**src/rtl/mem_port_arbiter.sv**
```systemverilog
// mem_port_arbiter: shares one single-port, synchronous-read memory between
// instruction fetch and load/store. Data has priority; a bounded-wait counter
// forces a fetch grant after MAX_WAIT consecutive denied fetch cycles.
// Read data returns one cycle after the grant, tagged to the issuing requester.
module mem_port_arbiter #(
    parameter int ADDR_WIDTH = 10,
    parameter int DATA_WIDTH = 32,
    parameter int MAX_WAIT   = 4
) (
    input  logic                  clk,
    input  logic                  reset_n,
    // instruction fetch path
    input  logic                  if_req,
    input  logic [ADDR_WIDTH-1:0] if_addr,
    output logic                  if_gnt,
    output logic                  if_rvalid,
    output logic [DATA_WIDTH-1:0] if_rdata,
    // load/store path
    input  logic                  d_req,
    input  logic                  d_we,
    input  logic [ADDR_WIDTH-1:0] d_addr,
    input  logic [DATA_WIDTH-1:0] d_wdata,
    output logic                  d_gnt,
    output logic                  d_rvalid,
    output logic [DATA_WIDTH-1:0] d_rdata,
    // shared memory port
    output logic                  mem_we,
    output logic [ADDR_WIDTH-1:0] mem_addr,
    output logic [DATA_WIDTH-1:0] mem_wdata,
    input  logic [DATA_WIDTH-1:0] mem_rdata
);

    localparam logic [3:0] LP_MAX_WAIT = 4'(MAX_WAIT);

    logic [3:0] r_wait_cnt;
    logic       r_rsp_if;
    logic       r_rsp_d;

    logic       w_fetch_forced;
    logic       w_if_win;
    logic       w_d_win;

    // Arbitration: data wins unless fetch has waited MAX_WAIT cycles.
    // Reset is folded in so no grant is visible while reset_n is low.
    always_comb begin
        w_fetch_forced = (r_wait_cnt == LP_MAX_WAIT);
        w_if_win       = reset_n & if_req & (~d_req | w_fetch_forced);
        w_d_win        = reset_n & d_req & ~w_if_win;
    end

    // Memory port drive from the winner; zeros when nobody is granted.
    always_comb begin
        if_gnt    = w_if_win;
        d_gnt     = w_d_win;
        mem_we    = 1'b0;
        mem_addr  = '0;
        mem_wdata = '0;
        if (w_if_win) begin
            mem_addr = if_addr;
        end else if (w_d_win) begin
            mem_we    = d_we;
            mem_addr  = d_addr;
            mem_wdata = d_wdata;
        end
    end

    // Starvation counter: counts consecutive denied fetch cycles, saturating.
    always_ff @(posedge clk or negedge reset_n) begin
        if (!reset_n) begin
            r_wait_cnt <= '0;
        end else if (!if_req || w_if_win) begin
            r_wait_cnt <= '0;
        end else if (r_wait_cnt < LP_MAX_WAIT) begin
            r_wait_cnt <= r_wait_cnt + 4'd1;
        end
    end

    // Response tags: remember which requester owns next cycle's mem_rdata.
    always_ff @(posedge clk or negedge reset_n) begin
        if (!reset_n) begin
            r_rsp_if <= 1'b0;
            r_rsp_d  <= 1'b0;
        end else begin
            r_rsp_if <= w_if_win;
            r_rsp_d  <= w_d_win & ~d_we;
        end
    end

    // Steer returning read data to its owner; the other side sees zero.
    always_comb begin
        if_rvalid = r_rsp_if;
        d_rvalid  = r_rsp_d;
        if_rdata  = r_rsp_if ? mem_rdata : '0;
        d_rdata   = r_rsp_d  ? mem_rdata : '0;
    end

endmodule
```
**config.mk**
```make
export PLATFORM = sky130hd
export DESIGN_NAME = mem_port_arbiter
export DESIGN_NICKNAME = d
export VERILOG_FILES = /design/src/rtl/mem_port_arbiter.sv
export SDC_FILE = /design/constraint.sdc
export NUM_CORES = 1
export LEC_CHECK = 0
export BUFFER_PORTS_ARGS = -buffer_cell sky130_fd_sc_hd__buf_4
export CAP_MARGIN = 20
export CORE_AREA = 2 2 78 80
export CTS_CLUSTER_DIAMETER = 80
export DETAILED_ROUTE_END_ITERATION = 10
export DIE_AREA = 0 0 80 82
export PLACE_DENSITY_LB_ADDON = 0.1
export SLEW_MARGIN = 5
export SYNTH_ARGS = -nofsm -noshare
export SYNTH_HDL_FRONTEND = slang
export SYNTH_SLANG_ARGS = --single-unit
```
**constraint.sdc**
```tcl
create_clock -name clk -period 3.1 [get_ports clk]
set_input_delay 0.775 -clock clk [delete_from_list [all_inputs] [get_ports clk]]
set_output_delay 0.775 -clock clk [all_outputs]
set_load 0.005 [all_outputs]
```
==> results.cfg <==
[pwr]
power.density_mw_per_mm2 = 172
p_total_mw = 0.452
ir_worst_vdd_uv = 88.5
p_leak_nw = 1.52

[synth]
synth_area_mm2 = 0.00104
yosysWarnings = 0
yosysTopAreaCell = and2_1
synth-seq-cells = 6
synth_cells = 144
synth.net_count = 235
yosysSeqAreaShare = 0.144
synthTopCellsByArea = and2_1 58%, dfrtp_1 14%, a22o_1 8.4%
yosys.area.top_type_share = 0.584
ys_types = 18
avgSynthCellArea_um2 = 7.22

[clock_network]
post_cts_resized = 0
post_cts_buffers = 0
numCtsBuffers = 3
htree_levels = 1
clk_pin_slew_worst_paths_ns = 0.04
cts_tree = done
cts.path.max_buffers = 2
cts_sinks = 6
worstSkewPairLatency_ns = 0.22
cts_hold_buf = 0
cts_root_buf = clkbuf_8

[setup_path]
worst-r2r-setup-slack_ns = 1.46
crit_top_cell = buf_4
cpPeakStageDelay_ns = 0.31
ff2ff_path_depth = 6
path_cells = buf_4, inv_1, o211a_1, buf_4, and2_1, buf_4
start_kind = input port
critPathArrivalTime_ns = 1.84
crit_start = if_req
worstReg2RegStart = r_wait_cnt[0]
required_ns = 2.32
crit_path_top_delay_cell = buf_4
path_max_fanout = 45
rr_endpoint = r_wait_cnt[3]
setup.worst_path.class = in2out
cp-end-kind = primary output

[finish]
finish.instance_area_mm2 = 0.00263
num_antenna_cells = 0
layout.cells.non_filler = 411
syn2layout_area_growth_pct = 152
multi_input_area_um2 = 816
ff_latch_area_um2 = 150
drive_gt1_frac = 0.613
layout_commonest_cell = buf_4
most-common-layout-cells = 201 x buf_4, 97 x and2_1, 10 x a22o_1
fill_cells = 602
final_nets = 429

[detailed_routing]
dr.pass1.iters = 4
drt-met1-wl_um = 1700
ant_nets = 0
num_vias = 1649
route.met3.wl_um = 825
maxUsedRoutingLayer = met4
totalWireLength_um = 5320
routed_via_density = 4.01
wl_met2_um = 2770
route.detailed.drc = 0
drt_iter0_drc = 21
avgRoutedWirePerCell_um = 12.9

[place]
place_congestion = 0.760
dp.cells = 408
port_buffers = 199
postPlaceCellArea_mm2 = 0.00258
dp_hpwl_um = 4610
place_ws_ns = 0.468

[sta]
rsz0062_at_grt = no
period_minus_slack_ns = 2.61
worst_slack_ns = 0.488
final_max_slew_viol_count = 0
hold_viol_final = 0
slew_headroom = 0.476
tightest_slew_ns = 0.786
fmax_mhz = 383
period_share = 0.843
setup_viol = 0
fin_setup_tns_ns = 0
finClkSkew_ns = 0.00274

[hold_path]
hold_path.class = in2async

[floorplan]
rows = 28
die_area_mm2 = 0.00656
die_w_um = 80
ios = 200
core_mm2 = 0.00575
initial_core_util = 0.181
die_y_um = 82

[run]
maxCapViolCount = 0

[global_route]
grt_max_degree = 46
antenna_found_initial = 0
grt_overflow = 0
grt_usage = 0.138
grt_pass1_wl_um = 7130
grt_pass1_vias = 1499

[outcome]
status = finished, final reports clean
==> area by class of cell <==
class,instances,share of cell area
repair buffers,201,0.575
flip-flops and latches,6,0.0572
well taps,75,0.0357
clock buffers,3,0.0157
multi-input cells,122,0.311
inverters,4,0.00572
==> Yosys cell counts <==
cell and n:
buf_6 1, ha_1 2, nand2_1 1, nor3_1 4
mux2i_1 1, a22o_1 10, a21oi_2 1, and2_1 97
inv_1 4, buf_2 5, dfrtp_1 6, xnor2_1 1
nand3b_4 1, clkbuf_1 6, o211a_1 1, nor2b_1 1
nor2_1 1, a21oi_1 1
==> per-layer routing <==
metal | track usage | vias to the layer above
met4 | 0.0305 | 0
li1 | - | 832
met5 | 0 | -
met2 | 0.272 | 118
met1 | 0.133 | 697
met3 | 0.0582 | 2
==> how the worst max path moves through the flow <==
stage | cells past startpoint | slack, ns | to
6_report | 6 | 0.49 | mem_wdata[2]
5_1_grt | 6 | 0.37 | mem_addr[8]
4_1_cts | 6 | 0.46 | mem_wdata[25]
3_5_place_dp | 6 | 0.47 | mem_wdata[25]
3_3_place_gp | 6 | 0.47 | mem_wdata[25]
2_1_floorplan | 5 | 0.82 | mem_wdata[16]
==> where the power goes <==
part,internal (mW),switching [mW]
Clock,0.0831,0.0301
Combinational,0.165,0.0787
Sequential,0.0840,0.0116
Total,0.332,0.120
==> critical path, delay by kind of cell <==
kind            cells  cell delay (ns)
buf+inv             4             0.66
simple gates        1             0.22
compound gates      1             0.17
==> kinds of logic (layout without fill, tap and decap cells) <==
group,count (synthesis),in the layout,synth area share
AND/OR/NAND/NOR,105,105,0.635
buffers and inverters,16,208,0.0710
AO/OA/AOI/OAI,13,13,0.107
flip-flops,6,6,0.144
adder cells (fa/ha/maj),2,2,0.0241
XOR/XNOR,1,1,0.00843
multiplexers,1,1,0.00963
==> state kept, by name, summed over array words and instances (netlist names) <==
register    flops
d_rvalid        1
if_rvalid       1
r_wait_cnt      4
==> per-stage QoR <==
step           hold slack [ns]   util
3_5_place_dp             0.567  0.450
6_report                 0.363  0.457
2_1_floorplan            0.479      -
5_1_grt                  0.364  0.457
3_3_place_gp             0.551  0.450
4_1_cts                  0.363  0.457
Power figures use the tool's default switching activity.
